===== src/rtl/shared_counters_pkg.sv =====
// Shared-counter pool command encodings plus the read client's error and state types.
package shared_counters_pkg;

  localparam logic [2:0] CMD_IDLE    = 3'b000;
  localparam logic [2:0] CMD_INC     = 3'b001;
  localparam logic [2:0] CMD_NEW     = 3'b010;
  localparam logic [2:0] CMD_DEALLOC = 3'b011;
  localparam logic [2:0] CMD_LOAD    = 3'b100;
  localparam logic [2:0] CMD_READ    = 3'b101;

  typedef enum logic [1:0] {
    ERR_OK       = 2'b00,
    ERR_TIMEOUT  = 2'b01,
    ERR_OVERFLOW = 2'b10,
    ERR_BADID    = 2'b11
  } err_e;

  typedef enum logic [2:0] {
    ST_IDLE,
    ST_WAIT,
    ST_COLLECT,
    ST_DRAIN,
    ST_DONE
  } state_e;

endpackage


===== src/rtl/sc_read_deser.sv =====
// Assembly register for the serial read stream.
// Each accepted segment lands at the next G-bit slot, starting with the LSB slot.
module sc_read_deser #(
  parameter int MAX_SEGS = 10,
  parameter int G        = 4
) (
  input  logic                           clk,
  input  logic                           rst,
  input  logic                           clear,
  input  logic                           valid_in,
  input  logic [G-1:0]                   seg_in,
  output logic [MAX_SEGS*G-1:0]          data,
  output logic [$clog2(MAX_SEGS+1)-1:0]  count,
  output logic                           full
);

  localparam int CNT_W = $clog2(MAX_SEGS + 1);

  assign full = (count == CNT_W'(MAX_SEGS));

  // NOTE: the assembly register is reset with the rest of the state so that
  // result_data reads zero after reset, timeout or a bad id, never X.
  always_ff @(posedge clk) begin
    if (rst || clear) begin
      data  <= '0;
      count <= '0;
    end else if (valid_in && !full) begin
      for (int k = 0; k < MAX_SEGS; k++) begin
        if (count == CNT_W'(k)) data[k*G +: G] <= seg_in;
      end
      count <= count + CNT_W'(1);
    end
  end

endmodule


===== src/rtl/shared_counters_read_client.sv =====
// Read client for the shared-counter pool: issues READ, assembles the serial
// segment stream, and returns the value with a segment count and error code.
module shared_counters_read_client
  import shared_counters_pkg::*;
#(
  parameter int N        = 10,
  parameter int G        = 4,
  parameter int MAX_SEGS = N,
  parameter int TIMEOUT  = 16
) (
  input  logic                           clk,
  input  logic                           rst,
  input  logic                           rd_req,
  input  logic [$clog2(N)-1:0]           rd_id,
  output logic                           rd_ready,
  output logic [2:0]                     command_in,
  output logic [$clog2(N)-1:0]           id,
  input  logic [G-1:0]                   rdata_in,
  input  logic                           rdata_valid,
  input  logic                           rdata_last,
  output logic                           result_valid,
  input  logic                           result_ready,
  output logic [MAX_SEGS*G-1:0]          result_data,
  output logic [$clog2(MAX_SEGS+1)-1:0]  result_segs,
  output logic [1:0]                     result_err
);

  localparam int ID_W  = $clog2(N);
  localparam int TMR_W = $clog2(TIMEOUT + 1);
  localparam logic [ID_W-1:0] ID_MAX = ID_W'(N - 1);

  state_e            state;
  err_e              err_q;
  logic [TMR_W-1:0]  timer;
  logic              accept;
  logic              seg_valid;
  logic              full;

  assign rd_ready   = (state == ST_IDLE);
  assign accept     = rd_req && rd_ready;
  // Beats are only stored while a read is collecting; DRAIN, IDLE and DONE drop them.
  assign seg_valid  = rdata_valid && (state == ST_WAIT || state == ST_COLLECT);
  assign result_err = err_q;

  sc_read_deser #(
    .MAX_SEGS (MAX_SEGS),
    .G        (G)
  ) u_deser (
    .clk      (clk),
    .rst      (rst),
    .clear    (accept),
    .valid_in (seg_valid),
    .seg_in   (rdata_in),
    .data     (result_data),
    .count    (result_segs),
    .full     (full)
  );

  // NOTE: every register here uses <= so all of them see the pre-edge values
  // of each other regardless of statement order.
  always_ff @(posedge clk) begin
    if (rst) begin
      state        <= ST_IDLE;
      err_q        <= ERR_OK;
      timer        <= '0;
      command_in   <= CMD_IDLE;
      id           <= '0;
      result_valid <= 1'b0;
    end else begin
      case (state)
        ST_IDLE: begin
          if (rd_req) begin
            timer <= '0;
            err_q <= ERR_OK;
            if (rd_id > ID_MAX) begin
              state        <= ST_DONE;
              err_q        <= ERR_BADID;
              result_valid <= 1'b1;
            end else begin
              state      <= ST_WAIT;
              command_in <= CMD_READ;
              id         <= rd_id;
            end
          end
        end

        ST_WAIT: begin
          if (rdata_valid) begin
            if (rdata_last) begin
              state        <= ST_DONE;
              result_valid <= 1'b1;
              command_in   <= CMD_IDLE;
              id           <= '0;
            end else begin
              state <= ST_COLLECT;
            end
          end else if (timer == TMR_W'(TIMEOUT - 1)) begin
            state        <= ST_DONE;
            err_q        <= ERR_TIMEOUT;
            result_valid <= 1'b1;
            command_in   <= CMD_IDLE;
            id           <= '0;
          end else begin
            timer <= timer + TMR_W'(1);
          end
        end

        ST_COLLECT: begin
          if (rdata_valid) begin
            if (full) err_q <= ERR_OVERFLOW;
            if (rdata_last) begin
              state        <= ST_DONE;
              result_valid <= 1'b1;
              command_in   <= CMD_IDLE;
              id           <= '0;
            end else if (full) begin
              state <= ST_DRAIN;
            end
          end
        end

        ST_DRAIN: begin
          if (rdata_valid && rdata_last) begin
            state        <= ST_DONE;
            result_valid <= 1'b1;
            command_in   <= CMD_IDLE;
            id           <= '0;
          end
        end

        ST_DONE: begin
          if (result_ready) begin
            state        <= ST_IDLE;
            result_valid <= 1'b0;
            err_q        <= ERR_OK;
          end
        end

        default: state <= ST_IDLE;
      endcase
    end
  end

endmodule


===== config.mk =====
export PLATFORM = sky130hd
export DESIGN_NAME = shared_counters_read_client
export DESIGN_NICKNAME = d
export VERILOG_FILES = /design/src/rtl/shared_counters_pkg.sv /design/src/rtl/sc_read_deser.sv /design/src/rtl/shared_counters_read_client.sv
export SDC_FILE = /design/constraint.sdc
export NUM_CORES = 1
export LEC_CHECK = 0
export ABC_AREA = 1
export BUFFER_PORTS_ARGS = -buffer_cell sky130_fd_sc_hd__clkbuf_2
export CORE_ASPECT_RATIO = 0.75
export CORE_MARGIN = 3
export CORE_UTILIZATION = 50
export CTS_CLUSTER_DIAMETER = 30
export DETAILED_ROUTE_END_ITERATION = 12
export PLACE_DENSITY = 0.75
export SYNTH_ARGS = -nofsm -noshare
export SYNTH_HDL_FRONTEND = slang
export SYNTH_HIERARCHICAL = 1
export SYNTH_SLANG_ARGS = --single-unit

===== constraint.sdc =====
create_clock -name clk -period 2.5 [get_ports clk]
set_clock_uncertainty 0.15 [all_clocks]
set_input_delay 0.5 -clock clk [delete_from_list [all_inputs] [get_ports clk]]
set_output_delay 0.5 -clock clk [all_outputs]
set_load 0.02 [all_outputs]

==> Word level (Yosys, flattened, before mapping) <==
Index checks and enable logic that the tools add are counted.
{ "totals": {"register_bits": 62, "input_bits": 14, "output_inout_bits": 55, "wordCells": 123} }
{ "classes": {"addsub": 2, "order_cmp": 1, "n_eq_ne": 27, "n_mux": 48, "n_reduce_logical": 28} }
{ "op_table": {"columns": ["operator", "count"], "rows": [
  ["3-bit two-way mux", 17],
  ["4-bit two-way mux", 7],
  ["2-bit AND reduction", 10],
  ["4-bit by 3-bit equality test with 1-bit output (second input constant)", 4],
  ["4-bit case mux with 4 select lines", 1],
  ["5-bit two-way mux", 3],
  ["3-bit case mux with 5 select lines", 1],
  ["2-bit two-way mux", 7],
  ["2-bit inequality test (second input constant)", 7],
  ["7-bit AND reduction", 2],
  ["4-bit equality test (second input constant)", 3],
  ["3-bit case mux with 4 select lines", 1],
  ["6-bit AND reduction", 2],
  ["5-bit case mux with 2 select lines", 1],
  ["4-bit by 2-bit equality test with 1-bit output (second input constant)", 2],
  ["1-bit two-way mux", 8],
  ["2-bit case mux with 4 select lines", 1],
  ["4-bit nonzero test", 2],
  ["3-bit by 2-bit equality test with 1-bit output (second input constant)", 2],
  ["2-bit by 1-bit inequality test with 1-bit output (second input constant)", 3],
  ["3-bit by 2-bit inequality test with 1-bit output (second input constant)", 2],
  ["5-bit by 1-bit adder with 5-bit output (second input constant)", 1],
  ["5-bit by 4-bit equality test with 1-bit output (second input constant)", 1],
  ["1-bit case mux with 5 select lines", 1],
  ["13 further kinds", 17]
]} }

==> Depth between registers and ports, before layout <==
Gate-level depths: netlist of run 1.
{ "logic_depth": {"ltp_word": 5, "ltp_mapped": 13, "depth_no_buf": 12} }

==> By module <==
Netlist of run 1, hierarchy kept.
{ "by_module_without_submodules": {"columns": ["module", "n_inst", "cells_per_inst", "area_per_inst_um2", "seq_area_each_um2"], "rows": [
  ["sc_read_deser", 1, 271, 1981.9, 880.8],
  ["shared_counters_read_client", 1, 214, 1238.7, 360.3]
]} }

==> Worst setup path before layout of run 1 <==
Ideal clock, no wire load.
{ "synth_path": {"kind": "reg-to-reg", "startpoint": "register timer[0] (netlist name)", "endpoint": "register u_deser.data[10]", "setup_time_ns": 0.070, "arrival_ns": 1.750, "t_required_ns": 2.280, "setup_slack_ns": 0.530, "stages_incl_launch_ff": 14, "n_path_buf": 1, "synth_period_minus_slack_ns": 1.970, "cell_sequence": "dfxtp_1 ha_1 nand2_1 nor2_1 ha_1 inv_1 nand2_1 nand2_1 nand3_2 nor2_1 nor2_1 buf_2 o21ai_0 a21oi_1"} }
{ "synth_lines": {"columns": ["item", "line_no", "source"], "rows": [
  ["to (signal, indexed assignment)", "sc_read_deser.sv:29", "if (count == CNT_W'(k)) data[k*G +: G] <= seg_in;"],
  ["to (decl)", "sc_read_deser.sv:12", "output logic [MAX_SEGS*G-1:0] data,"]
]} }

==> flow_summary.toml, run 1 <==
[logic_synthesis]
synth_fp_nets = 505
synth_top_area_share = 0.385
synthAdderAreaFrac = 0.0233
yosysWarningCount = 6
synth.area.mux_share = 0
synth_seq_area_share = 0.385
synth_xor_area_frac = 0.00544
synth_edf_count = 0
synth_top_family_by_area = "simple AND/OR/NAND/NOR gates"
syn_avg_cell_area_sq_um = 6.64
yosysTopAreaCell = "dfxtp_1"
ys_top_cells_by_area = "dfxtp_1, nand2_1, nor2_1"
synth.cell_area_sq_mm = 0.00322
synth-seq-cells = 62
synth-simple-area-share = 0.448
synth.distinct_cells = 26
synth_compound_area_frac = 0.0598
synthTopCellsByCount = "nand2_1, nor2_1, dfxtp_1, inv_1, nand4_1"
async_reset_ff_frac = 0
syn-instance-count = 485
synth_flop_cell = "dfxtp_1"

[clocking]
postCtsHoldBufs = 0
numCtsBuffers = 9
cts_max_level = 3
clock_latency_ns = 0.33
cts_setup_buffers = 0
cts-root-buf = "clkbuf_8"
cts_sinks = 62
post_cts_resize_count = 0
clock_path_buffers = 2
cts_tree = "built"
clk_pin_slew_ns = 0.07

[sta]
period_share = 0.827
hold_slack_ns = 0.275
rsz0062_at_grt = "no"
max_slew_margin = 0.746
slew_violations = 0
hold_viol_final = 0
setup_viol = 0
period_minus_slack_ns = 2.07
timing.setup.tns_ns = 0
max_slew.worst_pin.slew_ns = 0.381
maxClockFrequency_ghz = 0.483

[power_and_ir_drop]
leakagePower_nw = 1.86
power_density_mw_per_mm2 = 1020
vdd_drop_max_v = 0.000479

[setup_path]
worstSetupPathType = "reg2reg"
endpoint_kind = "flip-flop"
crit_arrival_ns = 2.18
start_kind = "flip-flop"
critPathRequiredTime_ns = 2.61
crit_fanout = 44
r2r_cells = 13

[floorplanning]
die_y_um = 75.5
io_pins = 69
die_x_um = 98.7
coreArea_sq_mm = 0.00601
rows = 24
die_area_sq_mm = 0.00745
initial_core_util = 0.536

[global_routing]
grt_max_degree = 45
grt_pass1_vias = 2865
antenna_found_initial = 0
grt_overflow_total = 0
grt_first_pass_wirelength_mm = 13.5
track_usage = 0.226

[route]
wl_mm = 8.22
num_vias = 3333
via_per_inst = 5.18
ant_nets = 0
drcViolationCount = 0
top_layer_used = "met4"
wl_met1_mm = 3.89
routed-wl-met3_um = 700
wl_met2_mm = 3.51
firstDrtPassIters = 5
first_iter_violations = 258
routedWlPerCell_um = 12.8

[flow_run]
maxCapViolCount = 0

[finish]
final_nets = 580
stdcell_count = 643
diodes = 0
final_layout_size_suffix_gt1_frac = 0.214
multi_input_area_sq_mm = 0.00173
layout.area.seq_sq_mm = 0.00124
fillCellCount = 550
post-route-util = 0.648
synthToLayoutAreaGrowth_pct = 20.9

[placed_design]
globalplace.congestion = 0.935
io_buffers = 68
place_hpwl_mm = 6.01
place_inst = 627

[run_status]
outcome = "complete, no violations"

[worst_hold_path]
hp-class = "in2reg"
holdPathStages = 3
-- logic make-up (layout without fill, tap and decap cells) --
family,count (synthesis),count (layout)
simple gates,317,317
fa+ha+maj,6,6
buf+inv,60,140
flops,62,62
compound gates,38,38
xor+xnor,2,2
-- report_power, final --
part / switching [mW] / leakage [nW] / total [mW] / internal, mW
Clock: 0.410 / 0.113 / 1.00 / 0.591
Combinational: 1.19 / 1.24 / 1.77 / 0.572
Sequential: 0.111 / 0.502 / 1.22 / 1.11
Total: 1.72 / 1.86 / 3.99 / 2.27
-- layout make-up --
class,count,share of cell area
Timing Repair Buffer,77,0.108
Sequential cell,62,0.319
Multi-Input combinational cell,363,0.445
Inverter,47,0.0453
Clock inverter,5,0.0212
Clock buffer,11,0.0363
Tap cell,78,0.0251
-- metrics by stage --
step	setup slack (ns)	area [sq um]	total power, mW
CTS	0.429	3890	3.99
floorplan	0.530	3220	2.50
global placement	0.536	3670	2.96
global route	0.222	3890	4.26
detailed placement	0.454	3670	2.97
finish	0.432	3890	3.99
-- layer usage --
metal | track usage | vias to the layer above
met1 | 0.322 | 1461
met3 | 0.0549 | 13
li1 | - | 1705
met2 | 0.339 | 154
met4 | 0.0727 | 0
met5 | 0 | -
-- sequential cells by signal (all words and copies together) (netlist names) --
register and flops:
u_deser/data 40, timer 5, id 4, u_deser/count 4
command_in 3, state 3, result_err 2, result_valid 1
-- final timing paths --
kind	end	from	slack [ns]
max	u_deser/data[11]$_SDFFE_PP0P_	timer[0]$_SDFFE_PP0P_	0.43
min reg2reg	command_in[1]$_SDFFE_PP0P_	command_in[1]$_SDFFE_PP0P_	0.30
max reg2reg	u_deser/data[11]$_SDFFE_PP0P_	timer[0]$_SDFFE_PP0P_	0.43
min	u_deser/data[32]$_SDFFE_PP0P_	rdata_in[0]	0.27
-- worst max-delay path, stage by stage, from the launching register on --
cell and delay, ns:
dfxtp_1 0.38, ha_1 0.19, nand2_1 0.07, nor2_1 0.10, ha_1 0.15, inv_1 0.05, nand2_1 0.07, nand2_1 0.08
nand3_2 0.08, nor2_1 0.05, nor2_2 0.15, buf_12 0.22, o21ai_0 0.10, a21oi_1 0.14
-- layout by cell type, fill, tap and decap left out, types with 6 or more instances in the layout --
master,n
nand2_1,119
nand4_1,31
inv_1,41
inv_2,6
nand3_1,24
nor2_4,8
buf_4,8
o21ai_0,14
clkbuf_2,68
a21oi_1,21
clkbuf_8,10
nor2_1,118
dfxtp_1,62
ha_1,6
No activity file was read; power rests on OpenSTA's default activity.
==> run 2, diff against run 1 <==
--- a/config.mk
+++ b/config.mk
@@ -9,10 +9,10 @@
 export BUFFER_PORTS_ARGS = -buffer_cell sky130_fd_sc_hd__clkbuf_2
 export CORE_ASPECT_RATIO = 0.75
 export CORE_MARGIN = 3
-export CORE_UTILIZATION = 50
+export CORE_UTILIZATION = 49
 export CTS_CLUSTER_DIAMETER = 30
 export DETAILED_ROUTE_END_ITERATION = 12
-export PLACE_DENSITY = 0.75
+export PLACE_DENSITY = 0.77
 export SYNTH_ARGS = -nofsm -noshare
 export SYNTH_HDL_FRONTEND = slang
 export SYNTH_HIERARCHICAL = 1
==> constraint.sdc (replaced) <==
create_clock -name clk -period 1.9 [get_ports clk]
set_clock_uncertainty 0.15 [all_clocks]
set_input_delay 0.38 -clock clk [delete_from_list [all_inputs] [get_ports clk]]
set_output_delay 0.38 -clock clk [all_outputs]
set_load 0.02 [all_outputs]
==> run 2 against run 1 <==
Against the previous run: the flow now finishes with violations (setup timing); critical endpoint is now u_deser/data[16]$_SDFFE_PP0P_; global-route usage is 3.4 points higher; combinational power is 100% higher; critical path type unchanged; register-to-register slack worse by 0.52 ns; first-iteration DRC count is 100% higher; highest routed layer unchanged; flip-flop and latch count stayed put; non-clock buffer count is 22 higher; maximum frequency is 3.8% higher; largest power group unchanged.
==> flow_summary.toml, run 2 (synthesis results as in run 1) <==
[run_status]
outcome = "complete, but fails checks"
violations = "setup timing"

[finish]
multi_input_area_sq_mm = 0.00203
final_layout_size_suffix_gt1_frac = 0.369
synthToLayoutAreaGrowth_pct = 40.2
final_nets = 602
layout.area.seq_sq_mm = 0.00125
regMostFlops = "u_deser/data"
fillCellCount = 434
largest_reg_flops = 40
layout_commonest_cell = "nor2_1"
diodes = 0
largestRegisters = "u_deser/data x40, timer x5"
final_cell_mix = "nor2_1, nand2_1, clkbuf_2"

[floorplanning]
die_area_sq_mm = 0.00759
rows = 24
coreArea_sq_mm = 0.00610
io_pins = 69
die_x_um = 99.6
initial_core_util = 0.528
die_y_um = 76.2

[clocking]
cts_tree = "built"
clk_pin_slew_ns = 0.07
numCtsBuffers = 9
cts_sinks = 62
cts-root-buf = "clkbuf_8"
clock_latency_ns = 0.35
cts_max_level = 3
clock_path_buffers = 2

[global_routing]
antenna_found_initial = 0
grt_overflow_total = 0
track_usage = 0.260
grt_first_pass_wirelength_mm = 16.0
grt_max_degree = 27
grt_pass1_vias = 3363

[route]
wl_mm = 10.4
ant_nets = 0
routedWlPerCell_um = 15.7
firstDrtPassIters = 9
num_vias = 3743
via_per_inst = 5.64
drcViolationCount = 0
first_iter_violations = 523

[setup_path]
start_kind = "flip-flop"
crit_arrival_ns = 2.12
critPathRequiredTime_ns = 2.03
cp_cell_sequence = "ha_4 > nand2_2 > nor2_2 > ha_2 > inv_2 > nand2_2 > nand2_2 > nand3_4 > nor2_4 > nor2_4 > buf_12 > buf_16 > nand2_2 > nor2_1"
reg2reg_slack_ns = -0.09
slowest_stage = "dfxtp_2"
endpoint_kind = "flip-flop"
r2r_cells = 14
worstSetupPathType = "reg2reg"
cpPeakStageDelay_ns = 0.35
crit_path_frequent_cell = "nand2_2"
crit_fanout = 6

[placed_design]
globalplace.congestion = 0.948
place_hpwl_mm = 6.07
io_buffers = 68

[sta]
rsz0062_at_grt = "yes"
setup_viol = 42
slew_violations = 0
postLayoutSetupSlackWorst_ns = -0.0928
period_share = 1.05
max_slew.worst_pin.slew_ns = 0.402
max_slew_margin = 0.732
period_minus_slack_ns = 1.99
timing.setup.tns_ns = -1.54
maxClockFrequency_ghz = 0.502
hold_viol_final = 0

[power_and_ir_drop]
report.power.total_mw = 6.51
leakagePower_nw = 2.06
power_density_mw_per_mm2 = 1440
vdd_drop_max_v = 0.000626

[worst_hold_path]
hp-class = "in2reg"
holdPathStages = 3

[flow_run]
maxCapViolCount = 0
## run 2: cell count changes in the layout (fill, tap and decap cells not counted), moves of 3 or more
cell | previous run | this run
o21ai_0 | 14 | 11
ha_1 | 6 | 3
dfxtp_2 | 0 | 6
nor2_2 | 4 | 16
nor2_1 | 118 | 97
buf_4 | 8 | 20
nand2_2 | 5 | 33
nand2_4 | 0 | 10
dfxtp_1 | 62 | 56
nor2_4 | 8 | 17
buf_16 | 0 | 6
nand2_1 | 119 | 81
## run 2: layout make-up
type,instances,area share
flip-flops and latches,62,0.277
clock inverters,3,0.0150
repair buffers,99,0.164
multi-input cells,363,0.449
clock buffers,12,0.0344
inverters,47,0.0396
well taps,78,0.0216
## run 2: timing repair
action | 4_1_cts | 5_1_grt
cloned | 6 | 0
gates resized for setup | 56 | 53
setup buffers | 6 | 3
pin swaps | 26 | 25
hold buffers | 0 | 0
setup endpoints to repair | 43 | 60
endpoints found under the hold margin | 0 | 0
## run 2: stage by stage
stage / hold WS, ns / utilization / setup WS, ns / instance area, sq um / cells
2_1_floorplan: 0.320 / - / 0.0232 / 3230 / 485
3_3_place_gp: 0.293 / 0.613 / 0.0399 / 3740 / 634
3_5_place_dp: 0.303 / 0.613 / -0.0998 / 3740 / 634
4_1_cts: 0.137 / 0.707 / -0.0213 / 4310 / 661
5_1_grt: 0.154 / 0.741 / -0.155 / 4510 / 664
6_report: 0.139 / 0.741 / -0.0928 / 4510 / 664
## run 2: path summary, 6_finish.rpt
check | start | to
worst min-delay path | rdata_in[0] | u_deser/data[36]$_SDFFE_PP0P_
worst max-delay path | timer[0]$_SDFFE_PP0P_ | u_deser/data[16]$_SDFFE_PP0P_
worst min register to register | u_deser/data[31]$_SDFFE_PP0P_ | u_deser/data[31]$_SDFFE_PP0P_
worst max register to register | timer[0]$_SDFFE_PP0P_ | u_deser/data[16]$_SDFFE_PP0P_
## run 2: worst max-delay path: cells and delay by family (launching register included)
family | cells | cell delay, ns
simple gates | 9 | 0.73
flops | 1 | 0.35
buf+inv | 3 | 0.37
fa+ha+maj | 2 | 0.31
## run 2: report_power, final
group	leakage (nW)	total (mW)	switching (mW)	internal, mW
Clock	0.109	1.33	0.527	0.804
Sequential	0.505	1.61	0.139	1.47
Combinational	1.44	3.57	2.12	1.45
Total	2.06	6.51	2.79	3.72
## run 2: metal layers
metal  vias up  wire (um)  track usage
li1       1750          -            -
met3        53       1200       0.0668
met4         0        388       0.0791
met1      1679       4250        0.350
met5         -          0            0
met2       261       4610        0.408
